[src/rtl/crypto_start_ctrl_pkg.sv]
// ---------------------------------------------------------------------------
// crypto_start_ctrl_pkg
//   Shared defaults for the crypto start sequencer and its core interface:
//   datapath widths, settle-delay counter width and the RUN timeout, plus a
//   helper that sizes the timeout timer.
// ---------------------------------------------------------------------------
package crypto_start_ctrl_pkg;

   localparam int PT_WIDTH_DEF  = 128;
   localparam int KEY_WIDTH_DEF = 128;
   localparam int DLY_WIDTH_DEF = 16;
   localparam int TIMEOUT_DEF   = 65535;

   // Timer must hold every value up to and including the timeout limit.
   function automatic int timer_width(input int timeout);
      return $clog2(timeout + 1);
   endfunction

endpackage

[src/rtl/crypto_start_ctrl_if.sv]
// ---------------------------------------------------------------------------
// crypto_start_ctrl_if
//   Handshake between the start sequencer (master) and the cipher core
//   (slave).
//   core_pt / core_key : operands held stable for the whole encryption
//   core_start         : one-cycle launch
//   core_done          : one-cycle completion from the core
//   core_ct            : ciphertext, valid with core_done
// ---------------------------------------------------------------------------
interface crypto_start_ctrl_if
   import crypto_start_ctrl_pkg::*;
#(
   parameter int pPT_WIDTH  = PT_WIDTH_DEF,
   parameter int pKEY_WIDTH = KEY_WIDTH_DEF
);

   logic [pPT_WIDTH-1:0]  core_pt;
   logic [pKEY_WIDTH-1:0] core_key;
   logic                  core_start;
   logic                  core_done;
   logic [pPT_WIDTH-1:0]  core_ct;

   modport master (
      output core_pt,
      output core_key,
      output core_start,
      input  core_done,
      input  core_ct
   );

   modport slave (
      input  core_pt,
      input  core_key,
      input  core_start,
      output core_done,
      output core_ct
   );

endinterface

[src/rtl/crypto_start_ctrl_cycle_counter.sv]
// ---------------------------------------------------------------------------
// crypto_cycle_counter
//   Loadable down-counter that stops at zero; used for the settle delay.
//   clk, rst_n : clock, asynchronous active-low reset
//   load       : load load_val (takes priority over dec)
//   load_val   : value to load
//   dec        : decrement by one unless already zero
//   zero       : count is zero
// ---------------------------------------------------------------------------
module crypto_cycle_counter #(
   parameter int WIDTH = 16
) (
   input  logic             clk,
   input  logic             rst_n,
   input  logic             load,
   input  logic [WIDTH-1:0] load_val,
   input  logic             dec,
   output logic             zero
);

   logic [WIDTH-1:0] count;

   // NOTE: state registers use non-blocking assignments so every flop in the
   // design samples pre-edge values, independent of block evaluation order.
   always_ff @(posedge clk or negedge rst_n) begin
      if (!rst_n) begin
         count <= '0;
      end else if (load) begin
         count <= load_val;
      end else if (dec && (count != '0)) begin
         count <= count - 1'b1;
      end
   end

   assign zero = (count == '0);

endmodule

[src/rtl/crypto_start_ctrl.sv]
// ---------------------------------------------------------------------------
// crypto_start_ctrl
//   Crypto-domain sequencer. On a synchronised start pulse it captures
//   plaintext and key, waits cfg_delay settle cycles, launches the cipher
//   core for one cycle, holds the scope trigger for the whole encryption,
//   captures the ciphertext and emits a one-cycle done pulse. A timer aborts
//   a run whose core never answers.
//
//   crypto_clk, crypto_rst_n : clock, asynchronous active-low reset
//   start_pulse              : one-cycle start (dropped unless idle)
//   cfg_delay                : settle cycles, sampled at acceptance
//   pt_in, key_in            : operands, sampled at acceptance
//   core                     : master side of the cipher core handshake
//   ct_out                   : last captured ciphertext
//   done_pulse               : one-cycle completion
//   busy                     : acceptance through DONE
//   trigger                  : scope trigger, core_start cycle to capture
//   timeout_err              : last run aborted by timeout
// ---------------------------------------------------------------------------
module crypto_start_ctrl
   import crypto_start_ctrl_pkg::*;
#(
   parameter int pPT_WIDTH  = PT_WIDTH_DEF,
   parameter int pKEY_WIDTH = KEY_WIDTH_DEF,
   parameter int pDLY_WIDTH = DLY_WIDTH_DEF,
   parameter int pTIMEOUT   = TIMEOUT_DEF
) (
   input  logic                  crypto_clk,
   input  logic                  crypto_rst_n,
   input  logic                  start_pulse,
   input  logic [pDLY_WIDTH-1:0] cfg_delay,
   input  logic [pPT_WIDTH-1:0]  pt_in,
   input  logic [pKEY_WIDTH-1:0] key_in,
   crypto_start_ctrl_if.master   core,
   output logic [pPT_WIDTH-1:0]  ct_out,
   output logic                  done_pulse,
   output logic                  busy,
   output logic                  trigger,
   output logic                  timeout_err
);

   localparam int                TIMER_W    = timer_width(pTIMEOUT);
   localparam logic [TIMER_W-1:0] TIMER_LAST = TIMER_W'(pTIMEOUT - 1);

   typedef enum logic [2:0] {
      S_IDLE,
      S_DELAY,
      S_START,
      S_RUN,
      S_DONE
   } state_t;

   state_t                state;
   logic [pPT_WIDTH-1:0]  pt_reg;
   logic [pKEY_WIDTH-1:0] key_reg;
   logic                  start_reg;
   logic [TIMER_W-1:0]    timer;

   logic dly_load;
   logic dly_dec;
   logic dly_zero;

   // The counter is loaded on the acceptance edge and counts down while in
   // DELAY; DELAY exits on the first edge that finds it at zero.
   assign dly_load = (state == S_IDLE) && start_pulse;
   assign dly_dec  = (state == S_DELAY);

   crypto_cycle_counter #(
      .WIDTH (pDLY_WIDTH)
   ) u_dly_cnt (
      .clk      (crypto_clk),
      .rst_n    (crypto_rst_n),
      .load     (dly_load),
      .load_val (cfg_delay),
      .dec      (dly_dec),
      .zero     (dly_zero)
   );

   assign core.core_pt    = pt_reg;
   assign core.core_key   = key_reg;
   assign core.core_start = start_reg;

   always_ff @(posedge crypto_clk or negedge crypto_rst_n) begin
      if (!crypto_rst_n) begin
         state       <= S_IDLE;
         pt_reg      <= '0;
         key_reg     <= '0;
         start_reg   <= 1'b0;
         timer       <= '0;
         ct_out      <= '0;
         done_pulse  <= 1'b0;
         busy        <= 1'b0;
         trigger     <= 1'b0;
         timeout_err <= 1'b0;
      end else begin
         case (state)
            S_IDLE: begin
               if (start_pulse) begin
                  pt_reg      <= pt_in;
                  key_reg     <= key_in;
                  timeout_err <= 1'b0;
                  busy        <= 1'b1;
                  state       <= S_DELAY;
               end
            end
            S_DELAY: begin
               if (dly_zero) begin
                  start_reg <= 1'b1;
                  trigger   <= 1'b1;
                  state     <= S_START;
               end
            end
            S_START: begin
               start_reg <= 1'b0;
               timer     <= '0;
               state     <= S_RUN;
            end
            S_RUN: begin
               // A completion on the timeout edge still counts as success.
               if (core.core_done) begin
                  ct_out     <= core.core_ct;
                  trigger    <= 1'b0;
                  done_pulse <= 1'b1;
                  state      <= S_DONE;
               end else if (timer == TIMER_LAST) begin
                  timeout_err <= 1'b1;
                  trigger     <= 1'b0;
                  done_pulse  <= 1'b1;
                  state       <= S_DONE;
               end else begin
                  timer <= timer + 1'b1;
               end
            end
            S_DONE: begin
               done_pulse <= 1'b0;
               busy       <= 1'b0;
               state      <= S_IDLE;
            end
            // NOTE: the unused state codes recover to IDLE instead of
            // leaving the FSM stranded after an upset.
            default: state <= S_IDLE;
         endcase
      end
   end

endmodule

[src/flat_wrapper.sv]
// flat-port wrapper written by rule: the top's interface ports become plain ports
module crypto_start_ctrl_flat import crypto_start_ctrl_pkg::*;
#(
   parameter int pPT_WIDTH  = PT_WIDTH_DEF,
   parameter int pKEY_WIDTH = KEY_WIDTH_DEF,
   parameter int pDLY_WIDTH = DLY_WIDTH_DEF,
   parameter int pTIMEOUT   = TIMEOUT_DEF
)
  (crypto_clk, crypto_rst_n, start_pulse, cfg_delay, pt_in, key_in, ct_out, done_pulse, busy, trigger, timeout_err, core_core_pt, core_core_key, core_core_start, core_core_done, core_core_ct);
  crypto_start_ctrl_if #(.pPT_WIDTH(pPT_WIDTH), .pKEY_WIDTH(pKEY_WIDTH)) core_i ();
  input  logic crypto_clk;
  input  logic crypto_rst_n;
  input  logic start_pulse;
  input  logic [pDLY_WIDTH-1:0] cfg_delay;
  input  logic [pPT_WIDTH-1:0] pt_in;
  input  logic [pKEY_WIDTH-1:0] key_in;
  output logic [pPT_WIDTH-1:0] ct_out;
  output logic done_pulse;
  output logic busy;
  output logic trigger;
  output logic timeout_err;
  output wire logic [$bits(core_i.core_pt)-1:0] core_core_pt;
  output wire logic [$bits(core_i.core_key)-1:0] core_core_key;
  output wire logic [$bits(core_i.core_start)-1:0] core_core_start;
  input wire logic [$bits(core_i.core_done)-1:0] core_core_done;
  input wire logic [$bits(core_i.core_ct)-1:0] core_core_ct;
  assign core_core_pt = core_i.core_pt;
  assign core_core_key = core_i.core_key;
  assign core_core_start = core_i.core_start;
  assign core_i.core_done = core_core_done;
  assign core_i.core_ct = core_core_ct;
  crypto_start_ctrl #(.pPT_WIDTH(pPT_WIDTH), .pKEY_WIDTH(pKEY_WIDTH), .pDLY_WIDTH(pDLY_WIDTH), .pTIMEOUT(pTIMEOUT)) u_core (.crypto_clk(crypto_clk), .crypto_rst_n(crypto_rst_n), .start_pulse(start_pulse), .cfg_delay(cfg_delay), .pt_in(pt_in), .key_in(key_in), .core(core_i), .ct_out(ct_out), .done_pulse(done_pulse), .busy(busy), .trigger(trigger), .timeout_err(timeout_err));
endmodule
[config.mk]
export PLATFORM = sky130hd
export DESIGN_NAME = crypto_start_ctrl_flat
export DESIGN_NICKNAME = d
export VERILOG_FILES = /design/src/rtl/crypto_start_ctrl_pkg.sv /design/src/rtl/crypto_start_ctrl_if.sv /design/src/rtl/crypto_start_ctrl_cycle_counter.sv /design/src/rtl/crypto_start_ctrl.sv /design/src/flat_wrapper.sv
export SDC_FILE = /design/constraint.sdc
export NUM_CORES = 1
export LEC_CHECK = 0
export ABC_AREA = 0
export CAP_MARGIN = 40
export CORE_AREA = 3 3 304 306
export CTS_CLUSTER_SIZE = 12
export DETAILED_ROUTE_END_ITERATION = 16
export DIE_AREA = 0 0 307 309
export SYNTH_ARGS = -nofsm -noshare
export SYNTH_HDL_FRONTEND = slang
export SYNTH_SLANG_ARGS = --single-unit
export TNS_END_PERCENT = 30
[constraint.sdc]
create_clock -name crypto_clk -period 2.6 [get_ports crypto_clk]
set_input_delay 0.52 -clock crypto_clk [delete_from_list [all_inputs] [get_ports crypto_clk]]
set_output_delay 0.52 -clock crypto_clk [all_outputs]
set_load 0.01 [all_outputs]
==> results of run 1 <==
worst min-delay path by stage:
stage | startpoint | endpoint | slack (ps) | cells past startpoint
after floorplan | crypto_rst_n | u_core.busy | 220 | 0
after CTS | key_in[1] | u_core.core.core_key[1] | 380 | 3
final | key_in[1] | u_core.core.core_key[1] | 450 | 3
after global placement | u_core.core.core_key[27] | u_core.core.core_key[27] | 460 | 2
after global routing | pt_in[57] | u_core.core.core_pt[57] | 410 | 3
after detailed placement | u_core.core.core_key[64] | u_core.core.core_key[64] | 460 | 2
cell usage in the layout (no fill, tap or decap), types with 9 or more instances in the layout:
| master | count |
|---|---|
| buf_12 | 19 |
| buf_4 | 35 |
| o21ai_1 | 10 |
| mux2_2 | 120 |
| clkinv_2 | 9 |
| nor3_1 | 12 |
| clkdlybuf4s50_1 | 791 |
| nand2_1 | 794 |
| dfrtp_1 | 424 |
| clkbuf_16 | 51 |
| xnor2_1 | 19 |
| clkbuf_1 | 12 |
| nor2_1 | 32 |
| a21oi_1 | 12 |
| nand3_1 | 12 |
area by class of cell:
class                      instances  share of cell area
multi-input combinational       1087               0.195
timing repair buffer             847               0.307
clock buffer                      71              0.0512
sequential                       424               0.380
clock inverter                    25              0.0126
inverter                           6            0.000806
tap                             1176              0.0527
antenna                            3            0.000269
power breakdown:
group | switching (mW) | internal [mW] | total (mW) | leakage [nW]
clock | 3.01 | 4.58 | 7.59 | 0.868
sequential | 1.77 | 9.63 | 11.4 | 5.24
combinational | 6.17 | 7.63 | 13.8 | 6.45
total | 11.0 | 21.8 | 32.8 | 12.6
logic make-up after synthesis:
logic type / share of synthesized area
xor+xnor: 0.0118
fa+ha+maj: 0.00229
compound gates: 0.0175
simple gates: 0.212
flops: 0.647
buf+inv: 0.0203
mux: 0.0886
worst max-delay path: stages (launching register included):
cell	delay, ps
dfrtp_1	430
inv_1	80
ha_1	190
or4b_1	500
or4_1	560
buf_4	170
a21oi_1	180
a211oi_2	60
a21o_1	150
state kept, by name, summed over array words and instances, names as in the netlist:
name / count
u_core.busy: 1
u_core.core.core_key: 128
u_core.core.core_pt: 128
u_core.core.core_start: 1
u_core.ct_out: 128
u_core.done_pulse: 1
u_core.state: 3
u_core.timeout_err: 1
u_core.timer: 16
u_core.trigger: 1
u_core.u_dly_cnt.count: 16
metal layers:
layer | track usage | vias up
met3 | 0.0421 | 78
met5 | 0 | -
met2 | 0.211 | 502
met1 | 0.157 | 6726
met4 | 0.0312 | 2
li1 | - | 6721
==> run_results.csv, run 1 <==
group,metric,value,unit
route,wl_met1,26.0,mm
global_route,grt_max_degree,71,
synthesis,synthTopCellsByArea,"dfrtp_1 (65%), nand2_1 (18%), mux2_2 (8.2%)",
timing,final.setup.tns,0,ps
timing,finalWorstSetupSlack,169,ps
route,top_layer_used,"met5",
cells_and_area,finalNonFillerCells,3639,
route,drc,0,
floorplan,rows,110,
route,drt_first_pass_iters,4,
timing,drv_slew,0,
global_route,grt_pass1_wl,92.4,mm
power_and_ir_drop,ir_drop,0.000642,V
synthesis,synth_top_area_frac,0.647,
timing,min_period,2430,ps
cts,tritoncts,"yes",
global_route,globalRouteOverflowTotal,0,
synthesis,ys_warn_count,0,
cells_and_area,fill_cells,9253,
outcome,status,"finished clean",
cts,cts_hold_buf,1,
synthesis,netlist_instances,1599,
route,antenna_left,0,
timing,hold_viol,0,
cts,cts-root-buf,"clkbuf_16",
route,first_iter_violations,824,
route,met2_length,30.1,mm
synthesis,synthFlopType,"dfrtp_1",
floorplan,io_pins,793,
setup_path,r2r-start,"u_core.u_dly_cnt.count[0]",
cells_and_area,regArea,10600,um2
synthesis,async_flop_share,1.00,
synthesis,postSynthAreaPerCell,10.2,um2
setup_path,crit_end,"u_core.u_dly_cnt.count[1]",
synthesis,yosysMostFrequentCell,"nand2_1",
global_route,grt_pass1_vias,14482,
route,route.met3.wl,5.19,mm
cts,cts_setup_buffers,0,
timing,setup_viol,0,
timing,skew,13.7,ps
cells_and_area,syn2layout_area_growth,70.5,%
place,place_inst,3539,
cts,h-tree-depth,2,
cts,clock-sinks,424,
synthesis,synth_area,16400,um2
route,num_vias,14029,
cts,cts_inserted_buffers,51,
setup_path,cp_max_fo,5,
timing,grt_setup_unrepaired,"no",
cts,clk_pin_slew_worst_paths,60,ps
global_route,track_usage,0.126,
power_and_ir_drop,leakage,12.6,nW
floorplan,dieArea,94900,um2
floorplan,fp.dieH,309,um
power_and_ir_drop,pwr_density_cell,1170,nW/um2
cts,postCtsResizedCells,0,
place,place.gp.congestion,0.844,
run,drv_cap,0,
synthesis,synth-seq-cells,424,
timing,worstMarginPinSlew,581,ps
setup_path,reg2reg_setup_slack,170,ps
setup_path,worstSetupPathType,"register to register",
synthesis,yosysUniqueCellTypes,45,
synthesis,synth.largest_area_cell,"dfrtp_1",
setup_path,critPathLaunchType,"register",
synthesis,synth_edf_count,0,
setup_path,arrival,2910,ps
cts,cts_buffer_depth,3,
setup_path,reg2reg_depth,8,
timing,fin_crit_sh,0.935,
setup_path,required,3080,ps
setup_path,r2r_end,"u_core.u_dly_cnt.count[1]",
route,wirelength,62.7,mm
setup_path,endpoint_kind,"register",
setup_path,cp-startpoint,"u_core.u_dly_cnt.count[0]",
floorplan,die_w,307,um
global_route,antenna_found_initial,5,
cells_and_area,final_core_util,0.311,
place,post-dp-hpwl,47.8,mm
cells_and_area,nNetsFinal,2824,
floorplan,start_util,0.182,
place,pre_cts_ws,196,ps
floorplan,design.core.area,89900,um2
cells_and_area,design_area,27900,um2
power_and_ir_drop,finalPower,32.8,mW
cells_and_area,multiInputGateArea,5460,um2
place,portBuffers,792,
synthesis,synth_commonest_cells,"nand2_1 (794), dfrtp_1 (424), mux2_2 (120)",
timing,hold_ws,447,ps
cts,worstSkewPairLatency,600,ps
synthesis,syn-num-nets,2006,
route,wl_per_cell,17.2,um
synthesis,yosysSeqAreaShare,0.647,
timing,max_slew_margin,0.611,
cells_and_area,drive_gt1_frac,0.107,
timing,fmaxAchievable,411,MHz
place,placed_area,26100,um2
min_path,hold_class,"input port to register",
route,via_per_inst,3.86,
No activity file was read; power rests on OpenSTA's default activity.
==> run 2: changes to the inputs <==
CAP_MARGIN = 25   (was 40)
==> results of run 2 <==
Final layout, timing and power as in run 1 (identical DEF).
